==> src/rtl/acc_pkg.sv <==
// Shared accumulator-side definitions: word width and readout FSM state encoding.
package acc_pkg;

    localparam int ACC_DATA_W = 64;

    // CSUM keeps its code in every build so state dumps decode the same way.
    typedef enum logic [1:0] {
        IDLE = 2'd0,
        SEND = 2'd1,
        CSUM = 2'd2
    } acc_rd_state_t;

endpackage

==> src/rtl/acc_byte_reader.sv <==
// Snapshots the accumulator word and streams it out as bytes over valid/ready.
// Optional trailing XOR checksum byte when ACC_READER_CHECKSUM_EN is defined.
module acc_byte_reader
    import acc_pkg::*;
#(
    parameter int DATA_W    = ACC_DATA_W,
    parameter bit MSB_FIRST = 1'b0
) (
    input  logic              clock,
    input  logic              reset,
    input  logic [DATA_W-1:0] acc_in,
    input  logic              start,
    output logic              busy,
    output logic [7:0]        tx_data,
    output logic              tx_valid,
    input  logic              tx_ready,
    output logic              tx_last,
    output logic              done
);

    localparam int NBYTES = DATA_W / 8;
    localparam int IDX_W  = (NBYTES > 1) ? $clog2(NBYTES) : 1;

    acc_rd_state_t      state_q, state_d;
    logic [DATA_W-1:0]  shadow_q, shadow_d;
    logic [IDX_W-1:0]   byte_idx_q, byte_idx_d;
    logic               done_q, done_d;
`ifdef ACC_READER_CHECKSUM_EN
    logic [7:0]         csum_q, csum_d;
`endif

    logic [IDX_W-1:0]   sel;
    logic [7:0]         cur_byte;
    logic               last_idx;
    logic               hs;

    always_comb begin
        sel = MSB_FIRST ? (IDX_W'(NBYTES - 1) - byte_idx_q) : byte_idx_q;
        cur_byte = 8'h00;
        for (int i = 0; i < NBYTES; i++) begin
            if (sel == IDX_W'(i)) cur_byte = shadow_q[i*8 +: 8];
        end
    end

    assign last_idx = (byte_idx_q == IDX_W'(NBYTES - 1));
    assign busy     = (state_q != IDLE);
    assign tx_valid = busy;
    assign hs       = tx_valid && tx_ready;
    assign done     = done_q;

    always_comb begin
        tx_data = 8'h00;
        tx_last = 1'b0;
        if (state_q == SEND) begin
            tx_data = cur_byte;
`ifndef ACC_READER_CHECKSUM_EN
            tx_last = last_idx;
`endif
        end
`ifdef ACC_READER_CHECKSUM_EN
        else if (state_q == CSUM) begin
            tx_data = csum_q;
            tx_last = 1'b1;
        end
`endif
    end

    always_comb begin
        state_d    = state_q;
        shadow_d   = shadow_q;
        byte_idx_d = byte_idx_q;
        done_d     = 1'b0;
`ifdef ACC_READER_CHECKSUM_EN
        csum_d     = csum_q;
`endif
        case (state_q)
            IDLE: begin
                if (start) begin
                    shadow_d   = acc_in;
                    byte_idx_d = '0;
                    state_d    = SEND;
`ifdef ACC_READER_CHECKSUM_EN
                    csum_d     = 8'h00;
`endif
                end
            end
            SEND: begin
                if (hs) begin
`ifdef ACC_READER_CHECKSUM_EN
                    csum_d = csum_q ^ cur_byte;
`endif
                    if (last_idx) begin
                        byte_idx_d = '0;
`ifdef ACC_READER_CHECKSUM_EN
                        state_d    = CSUM;
`else
                        state_d    = IDLE;
                        done_d     = 1'b1;
`endif
                    end else begin
                        byte_idx_d = byte_idx_q + IDX_W'(1);
                    end
                end
            end
`ifdef ACC_READER_CHECKSUM_EN
            CSUM: begin
                if (hs) begin
                    state_d = IDLE;
                    done_d  = 1'b1;
                end
            end
`endif
            default: state_d = IDLE;
        endcase
    end

    always_ff @(posedge clock or negedge reset) begin
        if (!reset) begin
            state_q    <= IDLE;
            shadow_q   <= '0;
            byte_idx_q <= '0;
            done_q     <= 1'b0;
`ifdef ACC_READER_CHECKSUM_EN
            csum_q     <= 8'h00;
`endif
        end else begin
            state_q    <= state_d;
            shadow_q   <= shadow_d;
            byte_idx_q <= byte_idx_d;
            done_q     <= done_d;
`ifdef ACC_READER_CHECKSUM_EN
            csum_q     <= csum_d;
`endif
        end
    end

endmodule
==> config.mk <==
export PLATFORM = sky130hd
export DESIGN_NAME = acc_byte_reader
export DESIGN_NICKNAME = d
export VERILOG_FILES = /design/src/rtl/acc_pkg.sv /design/src/rtl/acc_byte_reader.sv
export SDC_FILE = /design/constraint.sdc
export NUM_CORES = 1
export LEC_CHECK = 0
export ABC_AREA = 1
export ABC_CLOCK_PERIOD_IN_PS = 2000
export CAP_MARGIN = 5
export CORE_MARGIN = 4
export CORE_UTILIZATION = 46
export DETAILED_ROUTE_END_ITERATION = 12
export GPL_TIMING_DRIVEN = 0
export PLACE_DENSITY = 0.77
export SYNTH_ARGS = -nofsm -noshare
export SYNTH_HDL_FRONTEND = slang
export SYNTH_SLANG_ARGS = --single-unit
==> constraint.sdc <==
create_clock -name clock -period 2 [get_ports clock]
set_input_delay 0.4 -clock clock [delete_from_list [all_inputs] [get_ports clock]]
set_output_delay 0.4 -clock clock [all_outputs]
set_load 0.01 [all_outputs]
==> metrics.md <==
| Metric | Value |
|---|---|
| Initial DRC Count | `71` |
| Via/cell ratio | `slightly below 5` |
| Max-slew violation count | `0` |
| Crit path capture type | `primary output` |
| Initial antenna violation count | `0` |
| Clk buf depth | `2` |
| Failing checks | `setup timing` |
| TritonCTS clock tree | `built` |
| Share of layout cells above drive strength 1 | `29.55%` |
| Vias in the first global route | `2954` |
| Peak Freq | `slightly above 400 MHz` |
| Min cycle time layout | `around 2400 ps` |
| Syn_area_per_cell | `9.603 µm²` |
| GRT Total Usage | `roughly a fifth` |
| Root buf cell | `clkbuf_8` |
| Most common flop cell mapped by yosys | `dfrtp_1` |
| WL final | `between 8000 and 9000 µm` |
| Post-synth EDFFs | `0` |
| Total Nets Final | `554` |
| Worst endpoint required time | `around 1600 ps` |
| Commonest non-fill, non-tap cells in the layout | `101 x nand2_1, 69 x clkdlybuf4s50_1, 67 x dfrtp_1, 42 x mux2_2, 37 x nor2_1` |
| Post-route ant nets | `0` |
| Fillers | `just over 600` |
| Max H-tree Level | `3` |
| Reg2Reg Depth | `5` |
| Grt total ovfl | `0` |
| Pre-antenna DRT Iters | `4` |
| Vias | `2834` |
| Max rail drop VDD | `approximately 630 µV` |
| GP Congestion | `between 0.7 and 0.8` |
| CP max FO | `10` |
| Clk sinks | `69` |
| Hold WC Path Type | `input pin to async pin` |
| Largest net degree at the start of global routing | `70` |
| Status | `finished with violations` |
| Detail Placement HPWL | `just over 6000 µm` |
| TritonCTS buffer count | `9` |
| Clock transition at path regs | `70 ps` |
| Final hold slack | `~160 ps` |
| Async SR Flop Fraction | `100.0%` |
| WL/cell | `about 15 µm` |
| Layout Skew | `~13 ps` |
| Setup slack after layout | `-444.8 ps` |
| Clk_lat worst skew | `340 ps` |
| Leakage | `between 2 and 2.5 nW` |
| Netlist cell types | `23` |
| Final Hold Vio Count | `0` |
| I/O pin cnt | `80` |
| Initial core utilization | `between 40% and 50%` |
| Sequential-to-total area share from yosys stat | `a little under half` |
| Reg2reg end | `shadow_q[4]` |
| Die height | `around 96 µm` |
| Syn Nets | `roughly 450` |
| Startpoint types | `flip-flop` |
| IO Port Bufs | `79` |
| Worst-margin pin slew | `856.5 ps` |
| Type of the worst setup path | `flip-flop to primary output` |
| RSZ-0062 raised after global routing | `true` |
| Final setup vio count | `9` |
| Syn Inst Count | `between 300 and 400` |
| CORE AREA | `~7400 µm²` |
| Synthesized area | `about 3600 µm²` |
| Relative slew margins | `a little over two fifths` |
| PD cells | `between 1000 and 1500 nW/µm²` |
| Die area | `roughly 9300 µm²` |
| First-pass GRT wire length | `13830 µm` |
| CP Data Arrival Time | `approximately 2000 ps` |
| # DRC | `0` |
| Yosys Warn Count | `0` |
| FF+latch count, synth | `a little under 70` |
| Ant diodes | `0` |
| Commonest non-fill, non-tap cell in the layout | `nand2_1` |
| Horiz. Die Dim | `96.48 µm` |
| Synth-to-layout area growth | `36.45%` |
| Std cell rows | `31` |
| Final period util | `122.2%` |
| RR Startpoint | `state_q[0]` |
| Tot Pwr | `approximately 7.1 mW` |
| Max-cap viol count | `0` |
| R2r setup slk | `550 ps` |
-- Yosys cell counts, types with 4 or more instances --
| cell | number | share of area, % |
|---|---|---|
| inv_1 | 38 | 4.0 |
| ha_1 | 6 | 2.1 |
| nand2_1 | 110 | 11 |
| mux2_2 | 42 | 13 |
| o21ai_1 | 4 | 0.56 |
| dfrtp_1 | 69 | 48 |
| buf_6 | 6 | 1.9 |
| mux2_4 | 20 | 8.3 |
| buf_2 | 5 | 0.69 |
| nand3_1 | 17 | 2.4 |
| nor2_1 | 37 | 3.9 |
| o21ai_0 | 6 | 0.83 |
-- flip-flops by register name (all words and copies together) (netlist names) --
name / flops
done: 1
state_q: 1
shadow_q: 64
byte_idx_q: 3
-- timing repair --
item,CTS,global route
gates cloned,0,1
gates resized for setup,63,13
setup buffers,14,1
endpoints found under the setup margin,9,10
pin swaps,10,6
hold buffers,0,0
-- cell type report --
class / count / area, µm² / area share [%]
repair buffers: 95 / 890.9 / 18.13
well taps: 99 / 123.9 / 2.521
clock inverters: 1 / 5.005 / 0.1019
plain buffers: 14 / 136.4 / 2.776
flip-flops and latches: 69 / 1729 / 35.19
clock buffers: 14 / 172.7 / 3.514
inverters: 42 / 165.2 / 3.361
multi-input cells: 249 / 1690 / 34.40
-- where the power goes --
| group | total, mW | switching [mW] | internal (mW) |
|---|---|---|---|
| clock network | 1.04 | 0.500 | 0.545 |
| logic | 3.62 | 1.79 | 1.83 |
| registers | 2.47 | 0.409 | 2.06 |
-- how the worst max path moves through the flow --
stage	startpoint	endpoint	slack, ps	cells after the start
6_report	byte_idx_q[0]	tx_data[2]	-440	12
5_1_grt	byte_idx_q[0]	tx_data[7]	-570	15
4_1_cts	byte_idx_q[1]	tx_data[0]	-450	15
3_5_place_dp	byte_idx_q[2]	tx_data[6]	-740	14
3_3_place_gp	reset	shadow_q[48]	-1740	1
2_1_floorplan	byte_idx_q[2]	tx_data[0]	70	13
-- cells by family (layout without fill, tap and decap cells) --
logic type      count (synthesis)  after routing  synth area share [%]
buf+inv                        57            166                 7.957
compound gates                 12             12                 1.703
simple gates                  168            168                 18.52
mux                            63             63                 21.79
fa+ha+maj                       6              6                 2.085
flops                          69             69                 47.95
-- metal layers --
layer,share of wire (%),vias up,GRT usage (%),wire length [µm]
met5,0,-,0,0
met4,1.9,0,8.178,171
met3,4.9,14,3.641,426
met2,49,75,33.39,4304
met1,44,1357,25.19,3869
li1,-,1388,-,-
-- critical path, cell delays in order, from the launching register on --
cell             delay [ps]
dfrtp_1                 410
inv_2                   130
ha_4                    160
buf_4                   110
nand2_2                 100
buf_6                   160
nor2_1                  100
nor2_1                   60
nand2_1                  90
nand2_2                  60
nand2_1                  70
nand2_1                  50
clkdlybuf4s15_2         220
-- through the flow --
stage / setup slack [ps] / cells / area (µm²) / TNS, ps / utilization [%]
6_report: -444.8 / 583 / 4913 / -3454 / 65.98
3_5_place_dp: -736.3 / 553 / 4513 / -5635 / 60.60
5_1_grt: -568.0 / 583 / 4913 / -4432 / 65.98
2_1_floorplan: 65.51 / 375 / 3601 / 0 / -
4_1_cts: -450.5 / 581 / 4867 / -3487 / 65.36
3_3_place_gp: -1738 / 553 / 4516 / -125100 / 60.64
(Power assumes the default switching activity.)
